--- src/rtl/bit_serializer_pkg.sv ---
// Shared types and default parameters for the bit serializer.
package bit_serializer_pkg;

  // Two-state shifter control: waiting for a word, or streaming one out.
  typedef enum logic {
    IDLE  = 1'b0,
    SHIFT = 1'b1
  } state_e;

  localparam int   DefaultWidth   = 8;
  localparam logic DefaultIdleBit = 1'b0;

endpackage

--- src/rtl/bit_serializer.sv ---
// Parallel-to-serial feeder: accepts words over valid/ready and streams one
// bit per clock onto dout, with a one-word hold buffer so consecutive words
// leave back to back without an idle cycle between them.
module bit_serializer
  import bit_serializer_pkg::*;
#(
  parameter int   WIDTH     = DefaultWidth,
  parameter int   MSB_FIRST = 1,
  parameter logic IDLE_BIT  = DefaultIdleBit
) (
  input  logic             clk,
  input  logic             rst,
  input  logic [WIDTH-1:0] data_in,
  input  logic             data_valid,
  output logic             data_ready,
  output logic             dout,
  output logic             dout_valid,
  output logic             frame_start,
  output logic             busy
);

  localparam int CntW = (WIDTH > 1) ? $clog2(WIDTH) : 1;
  localparam logic [CntW-1:0] LastCnt = CntW'(WIDTH - 1);

  state_e           state_q, state_d;
  logic [WIDTH-1:0] shift_q, shift_d;
  logic [WIDTH-1:0] hold_q, hold_d;
  logic             holdValid_q, holdValid_d;
  logic [CntW-1:0]  cnt_q, cnt_d;
  logic             dout_q, dout_d;
  logic             doutValid_q, doutValid_d;
  logic             frameStart_q, frameStart_d;
  logic             busy_q, busy_d;

  logic             transfer;
  logic             loadEn;
  logic [WIDTH-1:0] loadWord;

  // The bit of a word that goes out first in the configured send order.
  function automatic logic firstBit(input logic [WIDTH-1:0] w);
    if (MSB_FIRST != 0) return w[WIDTH-1];
    else                return w[0];
  endfunction

  // Drop the bit just sent so the next one sits in the "first" position.
  function automatic logic [WIDTH-1:0] shiftWord(input logic [WIDTH-1:0] w);
    if (MSB_FIRST != 0) return {w[WIDTH-2:0], 1'b0};
    else                return {1'b0, w[WIDTH-1:1]};
  endfunction

  // Ready depends only on the hold register, never on data_valid.
  assign data_ready = !holdValid_q;
  assign transfer   = data_valid && data_ready;

  // Next-state logic: decide whether a word starts, the current word advances,
  // or the shifter drains back to idle; word starts share one load path.
  always_comb begin
    state_d      = state_q;
    shift_d      = shift_q;
    hold_d       = hold_q;
    holdValid_d  = holdValid_q;
    cnt_d        = cnt_q;
    dout_d       = dout_q;
    doutValid_d  = doutValid_q;
    frameStart_d = 1'b0;
    loadEn       = 1'b0;
    loadWord     = data_in;

    case (state_q)
      IDLE: begin
        if (transfer) begin
          loadEn = 1'b1;
        end else begin
          dout_d      = IDLE_BIT;
          doutValid_d = 1'b0;
        end
      end
      SHIFT: begin
        if (cnt_q == LastCnt) begin
          if (holdValid_q) begin
            loadEn      = 1'b1;
            loadWord    = hold_q;
            holdValid_d = 1'b0;
          end else if (transfer) begin
            loadEn = 1'b1;
          end else begin
            state_d     = IDLE;
            dout_d      = IDLE_BIT;
            doutValid_d = 1'b0;
          end
        end else begin
          dout_d  = firstBit(shift_q);
          shift_d = shiftWord(shift_q);
          cnt_d   = cnt_q + CntW'(1);
          if (transfer) begin
            hold_d      = data_in;
            holdValid_d = 1'b1;
          end
        end
      end
      default: state_d = IDLE;
    endcase

    if (loadEn) begin
      shift_d      = shiftWord(loadWord);
      dout_d       = firstBit(loadWord);
      doutValid_d  = 1'b1;
      frameStart_d = 1'b1;
      cnt_d        = '0;
      state_d      = SHIFT;
    end

    busy_d = (state_d == SHIFT) || holdValid_d;
  end

  // State and registered outputs; reset discards any word in flight or held.
  always_ff @(posedge clk or posedge rst) begin
    if (rst) begin
      state_q      <= IDLE;
      shift_q      <= '0;
      hold_q       <= '0;
      holdValid_q  <= 1'b0;
      cnt_q        <= '0;
      dout_q       <= IDLE_BIT;
      doutValid_q  <= 1'b0;
      frameStart_q <= 1'b0;
      busy_q       <= 1'b0;
    end else begin
      state_q      <= state_d;
      shift_q      <= shift_d;
      hold_q       <= hold_d;
      holdValid_q  <= holdValid_d;
      cnt_q        <= cnt_d;
      dout_q       <= dout_d;
      doutValid_q  <= doutValid_d;
      frameStart_q <= frameStart_d;
      busy_q       <= busy_d;
    end
  end

  assign dout        = dout_q;
  assign dout_valid  = doutValid_q;
  assign frame_start = frameStart_q;
  assign busy        = busy_q;

endmodule
--- config.mk ---
export PLATFORM = sky130hd
export DESIGN_NAME = bit_serializer
export DESIGN_NICKNAME = d
export VERILOG_FILES = /design/src/rtl/bit_serializer_pkg.sv /design/src/rtl/bit_serializer.sv
export SDC_FILE = /design/constraint.sdc
export NUM_CORES = 1
export LEC_CHECK = 0
export CAP_MARGIN = 40
export CORE_ASPECT_RATIO = 1.25
export CORE_MARGIN = 1
export CORE_UTILIZATION = 50
export DETAILED_ROUTE_END_ITERATION = 10
export PLACE_DENSITY = 0.74
export SYNTH_ARGS = -nofsm -noshare
export SYNTH_HDL_FRONTEND = slang
export SYNTH_SLANG_ARGS = --single-unit
--- constraint.sdc ---
create_clock -name clk -period 4.9 [get_ports clk]
set_input_delay 0.98 -clock clk [delete_from_list [all_inputs] [get_ports clk]]
set_output_delay 0.98 -clock clk [all_outputs]
set_load 0.01 [all_outputs]
# After elaboration in Yosys (flattened, before gate mapping)
# Cells that the tools add are included.
op_classes:
  n_reduce_logical: 7
  muxes: 30
  eq_ne: 5
  bitwise_logic: 2
  add_sub_neg: 1
ops:
  columns: ["operator", "count"]
  rows:
  - ["2-to-1 mux 8 bit", 6]
  - ["2-to-1 mux 1 bit", 18]
  - ["2-to-1 mux 3 bit", 3]
  - ["one-hot mux 1 bit (2 select lines)", 3]
  - ["!= test 4 bit, second input constant", 1]
  - ["AND reduction 2 bit", 2]
  - ["adder 3 x 1 -> 3 bit, second input constant", 1]
  - ["== test 3 bit, second input constant", 1]
  - ["!= test 3 x 1 -> 1 bit, second input constant", 1]
  - ["!= test 3 x 2 -> 1 bit, second input constant", 1]
  - ["AND reduction 3 bit", 1]
  - ["!= test 2 bit, second input constant", 1]
  - ["NOT 1 bit", 2]
  - ["nonzero test 2 bit", 1]
  - ["logical AND 1 bit", 1]
  - ["zero test 1 bit", 1]
  - ["logical OR 1 bit", 1]
totals:
  word_cells: 54
  input_bits: 11
  register_bits: 25

# Longest topological paths before layout
# Gate-level depths: netlist of the first run.
depth:
  word_depth: 8
  depth_mapped: 7
  mapped_depth_nobuf: 5

# Worst setup path after synthesis of the first run
# No wires, ideal clock.
synth_path:
  path_kind: "input to register"
  from: "input port data_valid"
  to: "register hold_q[0]"
  arrival_time_ns: 1.762
  required_ns: 4.775
  slack_ns: 3.013
  n_path_buf: 1
  path_stages: 4
  cell_sequence: "and2b_2 and2_4 buf_6 mux2_4"
synth_between:
  elab_chain_cells: 2
synth_rtl:
  columns: ["element", "line_no", "source"]
  rows:
  - ["start, declared", "bit_serializer.sv:14", "input logic data_valid,"]
  - ["logical AND 1 bit", "bit_serializer.sv:53", "assign transfer = data_valid && data_ready;"]
  - ["AND reduction 3 bit (no line)", null, null]
  - ["end signal, assigned", "bit_serializer.sv:131", "hold_q <= hold_d;"]
  - ["end, declared", "bit_serializer.sv:27", "logic [WIDTH-1:0] hold_q, hold_d;"]
# Every way passes these cells.
# A chain may end at the register's enable or synchronous reset.

# Worst setup path in the final report of the first run
layout_path:
  from: "input port data_valid"
  to: "register shift_q[6]"
layout_between:
  elab_chain_cells: 7
  word_cells_on_any_way: 9
  classes_between: "eq/ne (1); mux (5); reduce/logical (3)"
layout_rtl:
  columns: ["element", "line_no", "source"]
  rows:
  - ["logical AND 1 bit (*)", "bit_serializer.sv:53", null]
  - ["2-to-1 mux 1 bit (*)", "bit_serializer.sv:71, bit_serializer.sv:84", null]
  - ["2-to-1 mux 1 bit", "bit_serializer.sv:80", "if (holdValid_q) begin"]
  - ["2-to-1 mux 1 bit", "bit_serializer.sv:79", "if (cnt_q == LastCnt) begin"]
  - ["one-hot mux 1 bit (2 select lines) (*)", "bit_serializer.sv:69", "case (state_q)"]
  - ["!= test 2 bit (no line) / nonzero test 2 bit (equally long branches)", null, null]
  - ["AND reduction 2 bit (no line)", null, null]
  - ["end signal, assigned", "bit_serializer.sv:130", "shift_q <= shift_d;"]
  - ["end, declared", "bit_serializer.sv:26", "logic [WIDTH-1:0] shift_q, shift_d;"]
# Mark *: on every way between the ends. The rest lies on a longest branch, timed or not.

==> flow_summary.json, run 1 <==
{
  "drtIter0Drc": 12,
  "crit_slowest_cell": "a21oi_1",
  "pwr_density_cell_nw_per_um2": 603,
  "synth_top_area_share_pct": 51.0,
  "chipWidth_um": 45.4,
  "synth_top_area_cell": "dfrtp_1",
  "ctsHoldBuffers": 0,
  "clk_latency_ns": 0.32,
  "area.growth.synth_to_final_pct": 17.9,
  "mostFrequentLayoutCells": "dfrtp_1 (24), clkdlybuf4s50_1 (15), mux2_4 (8), inv_1 (5), nand2_1 (5)",
  "die_h_um": 56.3,
  "synth_area_leaders": "dfrtp_1 (51%), mux2_4 (10%), a221o_1 (3.4%), buf_6 (2.9%), a211o_1 (2.2%)",
  "hold_viol": 0,
  "grt_pass1_wl_um": 3590,
  "reg2reg_depth": 5,
  "final_common_cell": "dfrtp_1",
  "rows": 19,
  "dr.pass1.iters": 6,
  "start_kind": "input port",
  "clock-sinks": 24,
  "ir_worst_vdd_v": 0.000319,
  "tritoncts": "built",
  "setup_violations": 0,
  "final.period_utilization_pct": 51.1,
  "diodes": 0,
  "path_max_fanout": 11,
  "antenna_found_initial": 0,
  "status": "complete, no violations",
  "cts_buffer_depth": 2,
  "numCtsBuffers": 3,
  "avgSynthCellArea_um2": 12.5,
  "p_leak_uw": 0.000645,
  "yosys_warnings": 0,
  "hp-class": "reg -> reg",
  "root_buffer": "clkbuf_4",
  "synth_seq_area_share_pct": 51.0,
  "layout_min_cycle_time_ns": 2.50,
  "crit_chain": "clkdlybuf4s50_1 -> and2b_2 -> a21oi_1 -> a221o_1",
  "drt.antenna.violating_nets": 0,
  "worst_ep_required_time_ns": 5.15,
  "grt_setup_unrepaired": "no",
  "worst_slew_pin_slew_ns": 0.870,
  "wl_per_cell_um": 16.7,
  "ys_types": 30,
  "fillCellCount": 174,
  "postCtsResizedCells": 0,
  "syn_nets": 107,
  "arrival_ns": 2.75,
  "cts.clk_slew.worst_paths_ns": 0.13,
  "fin_skew_ns": 0.0117,
  "critPathKind": "in -> reg",
  "gr-total-overflow": 0,
  "layout.nets": 120,
  "post_cts_buffers": 0,
  "grt_max_degree": 20,
  "setup_tns_ns": 0,
  "drv_cap": 0,
  "dp_slack_ns": 2.11,
  "grt_pass1_vias": 736,
  "num_io_pins": 16,
  "io_buffer_count": 15,
  "routed_via_density": 5.72,
  "setup_ws_ns": 2.40,
  "dieArea_um2": 2560,
  "vias": 783,
  "drc": 0,
  "start_util_pct": 53.3,
  "drv_slew": 0,
  "groute.usage.overall_pct": 19.9,
  "drt-total-wl_um": 2280,
  "syn_area_um2": 1180,
  "cpPeakStageDelay_ns": 0.69,
  "crit_path_end_kind": "flip-flop",
  "holdWs_ns": 0.509,
  "ys_seq_elements": 24,
  "ctsHtreeMaxLevel": 1,
  "min_path_cells": 1,
  "fmax_mhz": 400,
  "syn-instance-count": 94,
  "core_area_um2": 2210,
  "detailed_place_hpwl_um": 1580,
  "drive_above_1_share_pct": 17.0,
  "slew-limit-headroom_pct": 42.0,
  "finalWeightedCongestion": 0.770
}
sequential cells by signal (all words and copies together) (netlist names):
register,flops
busy,1
cnt_q,3
dout,1
dout_valid,1
frame_start,1
holdValid_q,1
hold_q,8
shift_q,7
state_q,1
report_power, final:
| part | total (uW) | switching [uW] | leakage (uW) | internal (uW) |
|---|---|---|---|---|
| Combinational | 345 | 142 | 0.000326 | 204 |
| Clock | 140 | 56.9 | 0.0000279 | 82.7 |
| Sequential | 353 | 69.1 | 0.000291 | 284 |
| Total | 838 | 268 | 0.000645 | 570 |
metal layers:
layer / global-route usage [%] / vias up / part of all wire [%]
met1: 26.9 / 404 / 46
li1: - / 366 / -
met3: 6.75 / 2 / 3.2
met4: 6.49 / 0 / 0.96
met5: 0 / - / 0
met2: 29.6 / 11 / 50
worst max-delay path: cells and delay by family:
kind / cells / cell delay, ns
AND/OR/NAND/NOR: 1 / 0.29
AO/OA/AOI/OAI: 2 / 0.98
buffers and inverters: 1 / 0.50
kinds of logic after synthesis:
kind of cell	synth area share (%)
flops	51.0
fa+ha+maj	2.12
buf+inv	6.48
simple gates	11.6
mux	12.8
compound gates	16.0
metrics by stage:
step / total power [uW] / instance area (um2) / cells / utilization (%)
floorplan: 619 / 1180 / 94 / -
global placement: 676 / 1310 / 132 / 59.3
detailed placement: 699 / 1340 / 133 / 60.5
CTS: 841 / 1390 / 137 / 62.9
global route: 886 / 1390 / 137 / 62.9
finish: 838 / 1390 / 137 / 62.9
area by class of cell:
class	count	area, um2	area share (%)
repair buffers	16	178	12.8
clock buffers	3	22.5	1.62
flip-flops and latches	24	601	43.2
well taps	31	38.8	2.79
inverters	5	18.8	1.35
clock inverters	1	30.0	2.16
multi-input cells	57	502	36.1
Yosys cell counts:
cell type,number
dfrtp_1,24
a21boi_0,2
buf_4,1
o221a_2,1
nand2b_1,2
mux2i_1,2
a22o_1,2
and2_4,1
mux2_4,8
and3_1,1
a31o_1,3
buf_6,3
and3b_1,3
a221o_1,4
o2bb2ai_1,3
o21ai_0,1
o22ai_1,1
nor2_1,1
nand3_1,3
a211o_1,3
and2b_2,1
buf_2,1
mux2_2,1
inv_1,5
nand3b_1,3
a21oi_1,3
ha_1,2
nand2_1,5
nor2b_4,1
clkbuf_1,3
final timing paths:
kind                            startpoint    endpoint  slack (ns)
min in group asynchronous              rst   hold_q[1]        0.91
worst min-delay path            shift_q[5]  shift_q[5]        0.51
worst min register to register  shift_q[5]  shift_q[5]        0.51
max in group asynchronous              rst  shift_q[2]        3.58
worst max-delay path            data_valid  shift_q[6]        2.40
worst max register to register    cnt_q[0]  shift_q[6]        2.70
No activity file was read; power rests on OpenSTA's default activity.
==> run 2: changes to the inputs <==
==> constraint.sdc (replaced) <==
create_clock -name clk -period 2.35 [get_ports clk]
set_input_delay 0.47 -clock clk [delete_from_list [all_inputs] [get_ports clk]]
set_output_delay 0.47 -clock clk [all_outputs]
set_load 0.01 [all_outputs]
==> flow_summary.json, run 2 (synthesis results as in run 1) <==
{
  "worst_ep_required_time_ns": 2.58,
  "arrival_ns": 2.14,
  "gr-total-overflow": 0,
  "crit_path_end": "hold_q[3]",
  "area.growth.synth_to_final_pct": 18.2,
  "clk_latency_ns": 0.33,
  "wl_met1_um": 959,
  "grt_pass1_wl_um": 3570,
  "cts_buffer_depth": 2,
  "pwr_density_cell_nw_per_um2": 1260,
  "drv_cap": 0,
  "cp_common_cell": "ha_1",
  "layout_min_cycle_time_ns": 1.92,
  "grt_pass1_vias": 779,
  "slew-limit-headroom_pct": 71.3,
  "crit_start": "cnt_q[0]",
  "multiInputGateArea_um2": 502,
  "setup_violations": 0,
  "routed_via_density": 5.65,
  "met3_wirelength_um": 81,
  "vias": 791,
  "hp-class": "in -> async",
  "ctsHoldBuffers": 0,
  "start_util_pct": 53.3,
  "crit_chain": "ha_1 -> ha_1 -> nor2b_4 -> and2_4 -> mux2_4",
  "regToRegStartpoint": "cnt_q[0]",
  "grt_setup_unrepaired": "no",
  "core_area_um2": 2210,
  "num_io_pins": 16,
  "p_leak_uw": 0.000652,
  "drt.antenna.violating_nets": 0,
  "postCtsResizedCells": 0,
  "regToRegEndpoint": "hold_q[3]",
  "largest_register_ffs": 8,
  "wl_per_cell_um": 14.7,
  "diodes": 0,
  "crit_slowest_cell": "dfrtp_1",
  "chipWidth_um": 45.4,
  "seqCellArea_um2": 601,
  "drc": 0,
  "dr.pass1.iters": 4,
  "crit_path_end_kind": "flip-flop",
  "start_kind": "flip-flop",
  "fin_skew_ns": 0.00568,
  "hold_viol": 0,
  "tritoncts": "built",
  "reg2reg_depth": 5,
  "ff2ff_setup_slack_ns": 0.43,
  "antenna_found_initial": 0,
  "final_area_um2": 1390,
  "path_max_fanout": 13,
  "clock-sinks": 24,
  "cpPeakStageDelay_ns": 0.41,
  "drive_above_1_share_pct": 19.3,
  "ir_worst_vdd_v": 0.000654,
  "detailed_place_hpwl_um": 1500,
  "finalWeightedCongestion": 0.756,
  "setup_tns_ns": 0,
  "top_layer": "met4",
  "grt_max_degree": 25,
  "cts.clk_slew.worst_paths_ns": 0.13,
  "mostFrequentLayoutCells": "dfrtp_1 (24), clkdlybuf4s50_1 (15), mux2_4 (8), inv_1 (5), nand2_1 (5)",
  "final.period_utilization_pct": 81.5,
  "worst_slew_pin_slew_ns": 0.431,
  "numCtsBuffers": 3,
  "groute.usage.overall_pct": 19.2,
  "fillCellCount": 176,
  "drv_slew": 0,
  "critPathKind": "reg -> reg",
  "root_buffer": "clkbuf_4",
  "rows": 19,
  "dieArea_um2": 2560,
  "dr_wl_met2_um": 953,
  "reg.largest.list": "hold_q: 8 flops, shift_q: 7 flops, cnt_q: 3 flops",
  "drt-total-wl_um": 2050,
  "drtIter0Drc": 30,
  "largest_register": "hold_q",
  "layout.nets": 123,
  "io_buffer_count": 15,
  "placed_cell_area_um2": 1340,
  "status": "complete, no violations",
  "die_h_um": 56.3,
  "post_cts_buffers": 0,
  "final_common_cell": "dfrtp_1",
  "fmax_mhz": 522,
  "ctsHtreeMaxLevel": 1
}
==> run 2: cell count changes in the layout (fill, tap and decap cells not counted), sizes merged <==
| cell | before | now |
|---|---|---|
| buf | 1 | 4 |
==> run 2: how the worst min path moves through the flow <==
| stage | from | to | slack, ns | cells after the start |
|---|---|---|---|---|
| 2_1_floorplan | shift_q[7] | dout | 0.45 | 2 |
| 4_1_cts | rst | hold_q[0] | 0.47 | 3 |
| 3_5_place_dp | shift_q[1] | shift_q[1] | 0.47 | 1 |
| 6_report | rst | hold_q[0] | 0.47 | 3 |
| 3_3_place_gp | shift_q[5] | shift_q[5] | 0.47 | 1 |
| 5_1_grt | rst | hold_q[0] | 0.50 | 3 |
==> run 2: where the power goes <==
group          switching (uW)  internal, uW
combinational             301           444
sequential                119           592
clock                     131           173
==> run 2: cell type report <==
| class | count | share of cell area (%) |
|---|---|---|
| sequential | 24 | 43.1 |
| multi-input combinational | 57 | 36.0 |
| timing repair buffer | 19 | 12.9 |
| tap | 31 | 2.79 |
| clock inverter | 1 | 2.16 |
| clock buffer | 3 | 1.62 |
| inverter | 5 | 1.35 |
==> run 2: layer usage <==
| layer | vias to the layer above | track usage [%] |
|---|---|---|
| li1 | 371 | - |
| met1 | 398 | 25.5 |
| met2 | 17 | 29.0 |
| met3 | 5 | 3.22 |
| met4 | 0 | 10.4 |
| met5 | - | 0 |
==> run 2: metrics by stage <==
step           hold WS (ns)  util, %  power (uW)  worst slack (ns)  instances
4_1_cts               0.466     63.0        1770             0.422        140
5_1_grt               0.504     63.0        1880             0.322        140
2_1_floorplan         0.449        -        1290             0.633         94
3_5_place_dp          0.475     60.6        1460             0.354        136
3_3_place_gp          0.469     60.6        1440             0.382        136
6_report              0.466     63.0        1760             0.435        140
==> run 2: critical path: cells and delay by family, from the launching register on <==
kind                     cells  cell delay, ns
AND/OR/NAND/NOR              2            0.56
adder cells (fa/ha/maj)      2            0.53
flip-flops                   1            0.41
multiplexers                 1            0.31
==> run 3: changes to the inputs <==
==> constraint.sdc (replaced) <==
create_clock -name clk -period 1.8 [get_ports clk]
set_input_delay 0.36 -clock clk [delete_from_list [all_inputs] [get_ports clk]]
set_output_delay 0.36 -clock clk [all_outputs]
set_load 0.01 [all_outputs]
==> flow_summary.json, run 3 (synthesis results as in run 1) <==
{
  "status": "complete, no violations",
  "tritoncts": "built",
  "slew-limit-headroom_pct": 80.0,
  "antenna_found_initial": 0,
  "ff2ff_setup_slack_ns": 0.11,
  "area.growth.synth_to_final_pct": 21.1,
  "final_common_cell": "dfrtp_1",
  "fillCellCount": 162,
  "critPathKind": "reg -> out",
  "cts.clk_slew.worst_paths_ns": 0.12,
  "arrival_ns": 1.36,
  "final_area_um2": 1430,
  "p_leak_uw": 0.000671,
  "diodes": 0,
  "drt-total-wl_um": 2220,
  "ctsHtreeMaxLevel": 1,
  "grt_max_degree": 25,
  "drt.antenna.violating_nets": 0,
  "gr-total-overflow": 0,
  "drv_slew": 0,
  "dr.pass1.iters": 4,
  "core_area_um2": 2210,
  "cts_buffer_depth": 2,
  "crit_path_end_kind": "primary output",
  "regToRegEndpoint": "shift_q[2]",
  "reg.largest.list": "hold_q: 8 flops, shift_q: 7 flops, cnt_q: 3 flops",
  "regToRegStartpoint": "cnt_q[0]",
  "root_buffer": "clkbuf_4",
  "hold_viol": 0,
  "drc": 0,
  "io_buffer_count": 15,
  "start_util_pct": 53.3,
  "hp-class": "in -> async",
  "grt_pass1_vias": 826,
  "reg2reg_depth": 5,
  "chipWidth_um": 45.4,
  "finalWeightedCongestion": 0.838,
  "die_h_um": 56.3,
  "final.period_utilization_pct": 95.8,
  "largest_register_ffs": 8,
  "wl_per_cell_um": 15.2,
  "grt_setup_unrepaired": "no",
  "ir_worst_vdd_v": 0.000838,
  "worst_slew_pin_slew_ns": 0.300,
  "clock-sinks": 24,
  "vias": 815,
  "layout.nets": 129,
  "setup_tns_ns": 0,
  "rows": 19,
  "grt_pass1_wl_um": 3700,
  "fin_skew_ns": 0.000997,
  "pwr_density_cell_nw_per_um2": 1600,
  "detailed_place_hpwl_um": 1550,
  "layout_min_cycle_time_ns": 1.72,
  "worst_ep_required_time_ns": 1.44,
  "drv_cap": 0,
  "num_io_pins": 16,
  "mostFrequentLayoutCells": "dfrtp_1 (23), clkdlybuf4s50_1 (15), buf_4 (10), mux2_4 (8)",
  "crit_chain": "inv_1 -> clkdlybuf4s50_1",
  "placed_cell_area_um2": 1370,
  "setup_ws_ns": 0.0758,
  "drtIter0Drc": 16,
  "crit_slowest_cell": "clkdlybuf4s50_1",
  "largest_register": "hold_q",
  "dieArea_um2": 2560,
  "setup_violations": 0,
  "groute.usage.overall_pct": 19.8,
  "clk_latency_ns": 0.31,
  "start_kind": "flip-flop",
  "holdWs_ns": 0.368,
  "cpPeakStageDelay_ns": 0.52,
  "drive_above_1_share_pct": 26.1,
  "routed_via_density": 5.58,
  "numCtsBuffers": 3,
  "path_max_fanout": 7,
  "fmax_mhz": 580,
  "dp_slack_ns": 0.0246
}
==> run 3: cell types whose count changed in the layout (fill, tap and decap cells not counted), sizes merged <==
cell	previous run	this run
buf	4	10
bufinv	1	0
clkbuf	3	4
==> run 3: report_power, final <==
group / internal [uW] / switching [uW] / leakage, uW
Clock: 124 / 156 / 0.0000210
Sequential: 775 / 155 / 0.000290
Combinational: 643 / 431 / 0.000360
==> run 3: how the worst max path moves through the flow <==
stage                startpoint    endpoint  slack, ns  cells after the start
floorplan              cnt_q[0]  shift_q[2]       0.08                      6
global placement     data_valid  shift_q[7]       0.09                      5
detailed placement     cnt_q[0]  shift_q[7]       0.02                      5
CTS                    cnt_q[0]  shift_q[2]      0.001                      5
global route        holdValid_q  data_ready       0.01                      2
finish              holdValid_q  data_ready       0.08                      2
==> run 3: repair_timing <==
| action | 4_1_cts | 5_1_grt |
|---|---|---|
| resized for setup | 1 | 2 |
| hold buffers | 0 | 0 |
| hold endpoints to repair | 0 | 0 |
| setup endpoints to repair | 1 | 15 |
| buffers inserted | 0 | 2 |
==> run 3: final cells by class <==
type,count,area (um2),area share [%]
clock buffers,4,36.3,2.54
well taps,31,38.8,2.72
multi-input cells,57,507,35.5
inverters,5,18.8,1.31
flip-flops and latches,24,602,42.2
repair buffers,25,225,15.8
==> run 3: worst max-delay path: cells and delay by family, from the launching register on <==
family | cells | cell delay, ns
buffers and inverters | 2 | 0.58
flip-flops | 1 | 0.47
==> run 3: through the flow <==
stage               total power (uW)  utilization, %  instances
CTS                             2250            63.7        144
finish                          2280            64.6        146
detailed placement              1960            62.0        140
global placement                1910            62.0        140
floorplan                       1690               -         94
global route                    2440            64.6        146
==> run 3: metal layers <==
layer	share of wire, %	global-route usage [%]	vias to the layer above	routed length (um)
li1	-	-	382	-
met1	47	27.1	409	1040
met2	48	29.6	20	1050
met3	4.0	3.54	4	89
met4	1.5	9.52	0	33
met5	0	0	-	0
